[src/rtl/ps2_rx.sv]
// ps2_rx: PS/2 device-to-host receiver with pin synchronisation, clock
// deglitch filter, 11-bit frame decoder, stall timeout and a
// first-word-fall-through byte FIFO with a valid/ready read port.
// Optional build macro: PS2_RX_PARITY_CHECK_EN (when undefined, the parity
// bit is sampled but ignored and parity_err stays low).
module ps2_rx #(
    parameter int DEPTH          = 8,
    parameter int FILTER_LEN     = 4,
    parameter int TIMEOUT_CYCLES = 50000
) (
    input  logic                         clk,
    input  logic                         rst,
    input  logic                         ps2_clk,
    input  logic                         ps2_data,
    output logic [7:0]                   rd_data,
    output logic                         rd_valid,
    input  logic                         rd_ready,
    output logic [$clog2(DEPTH+1)-1:0]   count,
    output logic                         parity_err,
    output logic                         frame_err,
    output logic                         overflow
);

    localparam int AW   = $clog2(DEPTH);
    localparam int CW   = $clog2(DEPTH + 1);
    localparam int FW   = (FILTER_LEN > 1) ? $clog2(FILTER_LEN) : 1;
    localparam int TW   = (TIMEOUT_CYCLES > 1) ? $clog2(TIMEOUT_CYCLES) : 1;

`ifdef PS2_RX_PARITY_CHECK_EN
    localparam bit PAR_CHECK = 1'b1;
`else
    localparam bit PAR_CHECK = 1'b0;
`endif

    typedef enum logic [1:0] {S_IDLE, S_DATA, S_PARITY, S_STOP} state_t;

    logic          r_clk_s1, r_clk_s2, r_dat_s1, r_dat_s2;
    logic          r_filt_clk, r_filt_d;
    logic [FW-1:0] r_filt_cnt;
    state_t        r_state;
    logic [2:0]    r_bitcnt;
    logic [7:0]    r_shreg;
    logic          r_parity;
    logic [TW-1:0] r_to_cnt;
    logic          r_parity_err, r_frame_err, r_overflow;

    logic [7:0]    r_mem [DEPTH];
    logic [AW-1:0] r_wr_ptr, r_rd_ptr;
    logic [CW-1:0] r_count;
    logic [7:0]    r_rd_data;

    logic          w_fall, w_data, w_par_ok, w_push;
    logic          w_full, w_pop, w_wr_en;
    logic [AW-1:0] w_rd_ptr_next;
    logic [CW-1:0] w_count_next;

    // Two-flop synchronisers on both pins; idle-high bus state after reset.
    always_ff @(posedge clk) begin
        if (rst) begin
            r_clk_s1 <= 1'b1;
            r_clk_s2 <= 1'b1;
            r_dat_s1 <= 1'b1;
            r_dat_s2 <= 1'b1;
        end else begin
            r_clk_s1 <= ps2_clk;
            r_clk_s2 <= r_clk_s1;
            r_dat_s1 <= ps2_data;
            r_dat_s2 <= r_dat_s1;
        end
    end

    // Filtered clock follows the synchronised pin only after FILTER_LEN
    // consecutive samples disagree with it; any agreeing sample restarts.
    always_ff @(posedge clk) begin
        if (rst) begin
            r_filt_clk <= 1'b1;
            r_filt_d   <= 1'b1;
            r_filt_cnt <= '0;
        end else begin
            r_filt_d <= r_filt_clk;
            if (r_clk_s2 == r_filt_clk) begin
                r_filt_cnt <= '0;
            end else if (r_filt_cnt == FW'(FILTER_LEN - 1)) begin
                r_filt_clk <= r_clk_s2;
                r_filt_cnt <= '0;
            end else begin
                r_filt_cnt <= r_filt_cnt + FW'(1);
            end
        end
    end

    assign w_fall   = r_filt_d & ~r_filt_clk;
    assign w_data   = r_dat_s2;
    assign w_par_ok = PAR_CHECK ? (^r_shreg ^ r_parity) : 1'b1;
    assign w_push   = w_fall & (r_state == S_STOP) & w_data & w_par_ok;

    // Frame decoder plus stall timeout; error pulses are registered here.
    always_ff @(posedge clk) begin
        if (rst) begin
            r_state      <= S_IDLE;
            r_bitcnt     <= '0;
            r_shreg      <= '0;
            r_parity     <= 1'b0;
            r_to_cnt     <= '0;
            r_parity_err <= 1'b0;
            r_frame_err  <= 1'b0;
        end else begin
            r_parity_err <= 1'b0;
            r_frame_err  <= 1'b0;
            if (r_state == S_IDLE || w_fall) begin
                r_to_cnt <= '0;
            end else begin
                r_to_cnt <= r_to_cnt + TW'(1);
            end
            if (w_fall) begin
                case (r_state)
                    S_IDLE: begin
                        if (!w_data) begin
                            r_state  <= S_DATA;
                            r_bitcnt <= '0;
                        end
                    end
                    S_DATA: begin
                        r_shreg[r_bitcnt] <= w_data;
                        r_bitcnt          <= r_bitcnt + 3'd1;
                        if (r_bitcnt == 3'd7) begin
                            r_state <= S_PARITY;
                        end
                    end
                    S_PARITY: begin
                        r_parity <= w_data;
                        r_state  <= S_STOP;
                    end
                    S_STOP: begin
                        if (!w_data) begin
                            r_frame_err <= 1'b1;
                        end else if (!w_par_ok) begin
                            r_parity_err <= 1'b1;
                        end
                        r_state <= S_IDLE;
                    end
                    default: r_state <= S_IDLE;
                endcase
            end else if (r_state != S_IDLE && r_to_cnt == TW'(TIMEOUT_CYCLES - 1)) begin
                r_frame_err <= 1'b1;
                r_state     <= S_IDLE;
            end
        end
    end

    assign w_full        = (r_count == CW'(DEPTH));
    assign w_pop         = (r_count != '0) & rd_ready;
    assign w_wr_en       = w_push & (~w_full | w_pop);
    assign w_rd_ptr_next = w_pop ? (r_rd_ptr + AW'(1)) : r_rd_ptr;

    always_comb begin
        w_count_next = r_count;
        if (w_wr_en && !w_pop) begin
            w_count_next = r_count + CW'(1);
        end else if (!w_wr_en && w_pop) begin
            w_count_next = r_count - CW'(1);
        end
    end

    // FIFO storage array, written without reset so it maps to block RAM.
    always_ff @(posedge clk) begin
        if (w_wr_en) begin
            r_mem[r_wr_ptr] <= r_shreg;
        end
    end

    // Pointers, occupancy, overflow pulse and the registered head-of-FIFO
    // read; a byte written into the slot about to become head is forwarded.
    always_ff @(posedge clk) begin
        if (rst) begin
            r_wr_ptr   <= '0;
            r_rd_ptr   <= '0;
            r_count    <= '0;
            r_rd_data  <= 8'h00;
            r_overflow <= 1'b0;
        end else begin
            r_overflow <= w_push & w_full & ~w_pop;
            if (w_wr_en) begin
                r_wr_ptr <= r_wr_ptr + AW'(1);
            end
            r_rd_ptr <= w_rd_ptr_next;
            r_count  <= w_count_next;
            if (w_count_next == '0) begin
                r_rd_data <= 8'h00;
            end else if (w_wr_en && r_wr_ptr == w_rd_ptr_next) begin
                r_rd_data <= r_shreg;
            end else begin
                r_rd_data <= r_mem[w_rd_ptr_next];
            end
        end
    end

    assign rd_data    = r_rd_data;
    assign rd_valid   = (r_count != '0);
    assign count      = r_count;
    assign parity_err = r_parity_err;
    assign frame_err  = r_frame_err;
    assign overflow   = r_overflow;

endmodule

[config.mk]
export PLATFORM = sky130hd
export DESIGN_NAME = ps2_rx
export DESIGN_NICKNAME = d
export VERILOG_FILES = /design/src/rtl/ps2_rx.sv
export SDC_FILE = /design/constraint.sdc
export NUM_CORES = 1
export LEC_CHECK = 0
export CORE_MARGIN = 4
export CORE_UTILIZATION = 55
export DETAILED_ROUTE_END_ITERATION = 12
export GPL_TIMING_DRIVEN = 0
export PLACE_DENSITY = 0.73
export SLEW_MARGIN = 20
export SYNTH_ARGS = -nofsm -noshare
export SYNTH_HDL_FRONTEND = slang
export SYNTH_SLANG_ARGS = --single-unit
export TNS_END_PERCENT = 30
[constraint.sdc]
create_clock -name clk -period 4.3 [get_ports clk]
set_input_delay 0.86 -clock clk [delete_from_list [all_inputs] [get_ports clk]]
set_output_delay 0.86 -clock clk [all_outputs]
set_load 0.02 [all_outputs]
==> flow_metrics.env, run 1 <==
export IMPL_io_buffers=19
export IMPL_min_period_over_period_pct=74.1
export IMPL_core_area_sq_um=9280
export IMPL_drive_above_1_share_pct=13.0
export IMPL_fin_nets=505
export IMPL_synth_top_flop_cell="edfxtp_1"
export IMPL_max_cap_violations=0
export IMPL_synth_top_cells_by_area="edfxtp_1 36%, dfxtp_1 22%, mux2i_1 5.5%"
export IMPL_wl_mm=10.6
export IMPL_hold_path_startpoint="r_dat_s1"
export IMPL_ys_seq_area_share_pct=57.9
export IMPL_multi_input_area_sq_um=2110
export IMPL_antenna_cells=0
export IMPL_fmax_ghz=0.314
export IMPL_syn_num_nets=466
export IMPL_first_iter_violations=188
export IMPL_wl_per_cell_um=16.9
export IMPL_worstPathMaxFanout=8
export IMPL_syn_avg_cell_area_sq_um=11.8
export IMPL_hold_depth=1
export IMPL_skew_ps=9.75
export IMPL_hold_viol=0
export IMPL_synth_area_sq_um=5290
export IMPL_dp_cells=598
export IMPL_fillers=704
export IMPL_drv_slew=0
export IMPL_dieArea_sq_um=11200
export IMPL_clock_latency_ps=520
export IMPL_synthTopCellsByCount="64 x edfxtp_1, 57 x dfxtp_1, 48 x nor2_1"
export IMPL_maxSlewHeadroom_pct=40.4
export IMPL_synth_top_area_cell="edfxtp_1"
export IMPL_final_seq_area_sq_um=3060
export IMPL_grt_use_total_pct=20.4
export IMPL_tightest_slew_ps=890
export IMPL_leakagePower_nw=2.10
export IMPL_cts_tree="yes"
export IMPL_cts_root_buf="clkbuf_8"
export IMPL_cts_sinks=121
export IMPL_critPathCaptureType="output port"
export IMPL_postCtsHoldBufs=0
export IMPL_status="finished clean"
export IMPL_async_flop_share_pct=0
export IMPL_required_ps=3440
export IMPL_gp_congestion=0.789
export IMPL_grt_antenna_before_repair=0
export IMPL_min_to="r_dat_s2"
export IMPL_post_cts_buffers=0
export IMPL_grt_pass1_vias=3667
export IMPL_antenna_left=0
export IMPL_period_needed_ps=3180
export IMPL_yosys_warnings=0
export IMPL_initial_utilization_pct=56.9
export IMPL_r2r_setup_slack_ps=1230
export IMPL_pin_count=21
export IMPL_clock_path_buffers=2
export IMPL_clk_pin_slew_ps=60
export IMPL_fp_dieW_um=106
export IMPL_yosysMostFrequentCell="edfxtp_1"
export IMPL_power_mw=3.37
export IMPL_ys_ff_latch=121
export IMPL_row_count=35
export IMPL_postCtsResizedCells=0
export IMPL_syn_to_final_growth_pct=17.7
export IMPL_hpwl_mm=7.47
export IMPL_ir_drop_mv=0.317
export IMPL_final_cells=630
export IMPL_dr_pass1_iters=5
export IMPL_cts_made_buffers=17
export IMPL_drc=0
export IMPL_yosysTopAreaCellShare_pct=36.4
export IMPL_viasPerCell=5.76
export IMPL_power_density_nw_per_um2=542
export IMPL_synth_cell_types=58
export IMPL_totalNegativeSetupSlack_ps=0
export IMPL_synth_edf_count=64
export IMPL_synth_cells=449
export IMPL_reg2reg_to="rd_data[1]"
export IMPL_r2r_cells=9
export IMPL_crit_type="flip-flop to output port"
export IMPL_die_h_um=106
export IMPL_grt_setup_unrepaired="no"
export IMPL_vias=3626
export IMPL_grt_pass1_wl_mm=17.8
export IMPL_grt_max_degree=17
export IMPL_hold_class="flip-flop to flip-flop"
export IMPL_htree_levels=4
export IMPL_r2r_start="count[1]"
export IMPL_finalSetupViolations=0
export IMPL_grt_ovfl_total=0
export IMPL_cp_arrival_ps=2320
export IMPL_startpoint_type="flip-flop"
==> cells by family (layout without fill, tap and decap cells) <==
logic type / after synthesis / in the layout / synth area share [%]
flip-flops: 121 / 121 / 57.9
buffers and inverters: 33 / 85 / 2.60
XOR/XNOR: 18 / 18 / 3.60
AO/OA/AOI/OAI: 90 / 90 / 12.9
adder cells (fa/ha/maj): 12 / 12 / 2.84
other: 1 / 1 / 0.0709
multiplexers: 30 / 30 / 5.70
AND/OR/NAND/NOR: 144 / 144 / 14.3
==> worst max-delay path by stage <==
stage / startpoint / to / slack (ps) / cells past startpoint
after CTS: count[1] / rd_valid / 1110 / 5
after detailed placement: rd_ready / rd_data[5] / 660 / 9
after global routing: count[1] / rd_valid / 980 / 5
after global placement: rd_ready / r_mem[0][4] / 550 / 6
after floorplan: count[0] / rd_data[0] / 1670 / 9
final: count[1] / rd_valid / 1120 / 5
==> sequential cells by signal, indices dropped and copies added (netlist names), 2 cells and up <==
register    cells
r_to_cnt       16
r_state         2
r_shreg         8
count           4
r_bitcnt        3
rd_data         8
r_wr_ptr        3
r_filt_cnt      2
r_mem          64
r_rd_ptr        3
==> final cells by class <==
type	count	area share (%)
Sequential cell	121	49.2
Timing Repair Buffer	20	3.14
Buffer	20	1.43
Inverter	13	0.784
Clock buffer	20	6.84
Multi-Input combinational cell	295	34.0
Tap cell	129	2.59
Clock inverter	12	2.03
==> metrics by stage <==
stage                     cell area (sq um)  util, %  hold WS, ps  worst slack, ps
final                                  6220     67.0          419             1120
after global routing                   6220     67.0          427              976
after CTS                              6220     67.0          422             1110
after detailed placement               5670     61.1          405              660
after global placement                 5640     60.7          405              550
after floorplan                        5290        -          389             1670
==> placed cells by master (no fill, tap or decap), types with 6 or more instances in the layout <==
master / instances
edfxtp_1: 64
dfxtp_1: 57
nor2_1: 48
mux2i_1: 29
clkdlybuf4s50_1: 19
nand2_1: 18
nor3_1: 18
clkbuf_1: 16
o22ai_1: 16
clkbuf_16: 16
ha_1: 12
nand3_1: 11
inv_1: 10
a21oi_1: 10
a211oi_2: 9
xnor2_1: 8
o21bai_1: 8
a22oi_1: 8
o2111ai_1: 8
o31a_1: 8
xor2_1: 8
o21ai_0: 7
buf_2: 6
or2_2: 6
==> power by group <==
| part | total (mW) | switching (mW) | internal [mW] |
|---|---|---|---|
| Clock | 1.30 | 0.483 | 0.819 |
| Sequential | 1.29 | 0.0384 | 1.25 |
| Combinational | 0.779 | 0.453 | 0.326 |
| Total | 3.37 | 0.975 | 2.40 |
==> worst max-delay path, stage by stage, from the launching register on <==
cell and delay [ps]:
dfxtp_1 360, inv_1 90, ha_1 280, nor3b_4 360, inv_2 150, clkdlybuf4s50_1 570
==> layer usage <==
metal	vias up	share of wire, %	global-route usage (%)
met1	1773	43	25.2
met5	-	0	0
met2	97	51	34.9
met3	5	5.5	5.65
met4	0	0.54	6.01
li1	1751	-	-
Note: power is estimated with default switching activity, not from simulation.
==> run 2, diff against run 1 <==
- clock period: 4.3 -> 3.2 ns (I/O delays scaled with it)
==> run 2 against run 1 <==
Effect of this change: setup slack worse by 890 ps; critical path type unchanged; first-iteration DRC count down 5.9%; sequential power increased by 34%.
==> flow_metrics.env, run 2 (synthesized netlist as in run 1, its figures left out) <==
export IMPL_wl_mm=10.7
export IMPL_antenna_left=0
export IMPL_fmax_ghz=0.336
export IMPL_critPathCaptureType="output port"
export IMPL_viasPerCell=5.72
export IMPL_post_cts_buffers=0
export IMPL_skew_ps=11.9
export IMPL_top_regs="r_mem: 64 flops, r_to_cnt: 16 flops"
export IMPL_mostFrequentLayoutCells="64 x edfxtp_1, 57 x dfxtp_1, 48 x nor2_1, 28 x mux2i_1, 19 x clkdlybuf4s50_1"
export IMPL_crit_type="flip-flop to output port"
export IMPL_period_needed_ps=2980
export IMPL_final_cells=630
export IMPL_fp_dieW_um=106
export IMPL_row_count=35
export IMPL_grt_setup_unrepaired="no"
export IMPL_worstPathMaxFanout=8
export IMPL_ir_drop_mv=0.430
export IMPL_pin_count=21
export IMPL_vias=3606
export IMPL_grt_antenna_before_repair=0
export IMPL_required_ps=2560
export IMPL_hold_class="flip-flop to flip-flop"
export IMPL_worst_path_max_delay_cell="clkdlybuf4s50_1"
export IMPL_hpwl_mm=7.47
export IMPL_fin_nets=505
export IMPL_power_density_nw_per_um2=729
export IMPL_max_cap_violations=0
export IMPL_cp_cell_sequence="inv_1, ha_1, nor3b_4, inv_2, clkdlybuf4s50_1"
export IMPL_fillers=705
export IMPL_dr_pass1_iters=5
export IMPL_grt_pass1_vias=3667
export IMPL_totalNegativeSetupSlack_ps=0
export IMPL_status="finished clean"
export IMPL_largest_reg_flops=64
export IMPL_finalSetupViolations=0
export IMPL_cp_arrival_ps=2340
export IMPL_slowest_delay_ps=570
export IMPL_top_register="r_mem"
export IMPL_cts_sinks=121
export IMPL_startpoint_type="flip-flop"
export IMPL_initial_utilization_pct=56.9
export IMPL_htree_levels=4
export IMPL_power_mw=4.54
export IMPL_grt_ovfl_total=0
export IMPL_dieArea_sq_um=11200
export IMPL_drv_slew=0
export IMPL_cts_root_buf="clkbuf_8"
export IMPL_grt_pass1_wl_mm=17.8
export IMPL_die_h_um=106
export IMPL_grt_max_degree=17
export IMPL_min_period_over_period_pct=93.1
export IMPL_core_area_sq_um=9280
export IMPL_drc=0
export IMPL_cts_made_buffers=17
export IMPL_grt_use_total_pct=20.4
export IMPL_worst_hold_slack_ps=419
export IMPL_syn_to_final_growth_pct=17.8
export IMPL_crit_family="buffers and inverters"
export IMPL_clock_path_buffers=2
export IMPL_tightest_slew_ps=886
export IMPL_wl_per_cell_um=17.0
export IMPL_antenna_cells=0
export IMPL_io_buffers=19
export IMPL_hold_viol=0
export IMPL_drive_above_1_share_pct=13.2
export IMPL_first_iter_violations=177
export IMPL_clock_latency_ps=520
export IMPL_clk_pin_slew_ps=60
export IMPL_leakagePower_nw=2.09
export IMPL_gp_congestion=0.789
export IMPL_dp_cells=598
export IMPL_path_buf_inv=3
export IMPL_cts_tree="yes"
export IMPL_utilization_pct=67.0
export IMPL_maxSlewHeadroom_pct=40.6
export IMPL_final_common_cell="edfxtp_1"
==> run 2: cell types whose count changed in the layout (fill, tap and decap cells not counted) <==
| cell | change |
|---|---|
| mux2i_2 | +1 |
| mux2i_1 | -1 |
==> run 2: routing by layer <==
| layer | GRT usage [%] | share of wire, % | wire (um) | up-vias |
|---|---|---|---|---|
| met5 | 0 | 0 | 0 | - |
| met4 | 6.01 | 0.61 | 65 | 0 |
| met3 | 5.65 | 4.8 | 516 | 8 |
| met2 | 34.9 | 51 | 5480 | 98 |
| met1 | 25.2 | 43 | 4640 | 1750 |
| li1 | - | - | - | 1750 |
==> run 2: timing repair <==
action / CTS / global route
gates resized for setup: 0 / 1
setup endpoints to repair: 0 / 2
hold buffers: 0 / 0
==> run 2: final timing paths <==
path / startpoint / end / slack, ps / depth (start not counted)
worst max-delay path: count[1] / rd_valid / 220 / 5
worst min register to register: r_dat_s1 / r_dat_s2 / 420 / 1
worst max register to register: count[1] / rd_data[0] / 230 / 10
worst min-delay path: r_dat_s1 / r_dat_s2 / 420 / 1
==> run 2: through the flow <==
step / setup WS [ps] / area, sq um
floorplan: 569 / 5290
global route: 55.8 / 6220
finish: 222 / 6220
detailed placement: -220 / 5670
CTS: 184 / 6220
global placement: -330 / 5640
==> run 2: final cells by class <==
cell class                      count  area (sq um)  share of cell area, %
Buffer                             20          88.8                   1.43
Clock buffer                       20           425                   6.83
Clock inverter                     12           126                   2.03
Inverter                           13          48.8                  0.784
Multi-Input combinational cell    295          2120                   34.0
Sequential cell                   121          3060                   49.2
Tap cell                          129           161                   2.59
Timing Repair Buffer               20           195                   3.14
==> run 2: worst register-to-register path: cells and delay by family, from the launching register on <==
family / cells / cell delay [ps]
AOI/OAI and AO/OA: 3 / 710
and+or+nand+nor: 2 / 510
xor gates and xnor gates: 1 / 340
buffers and inverters: 3 / 680
DFF: 1 / 360
adders and majority gates: 1 / 280
==> run 2: power breakdown <==
part | internal (mW) | switching, mW
sequential | 1.68 | 0.0522
combinational | 0.439 | 0.611
clock | 1.10 | 0.654
total | 3.22 | 1.32
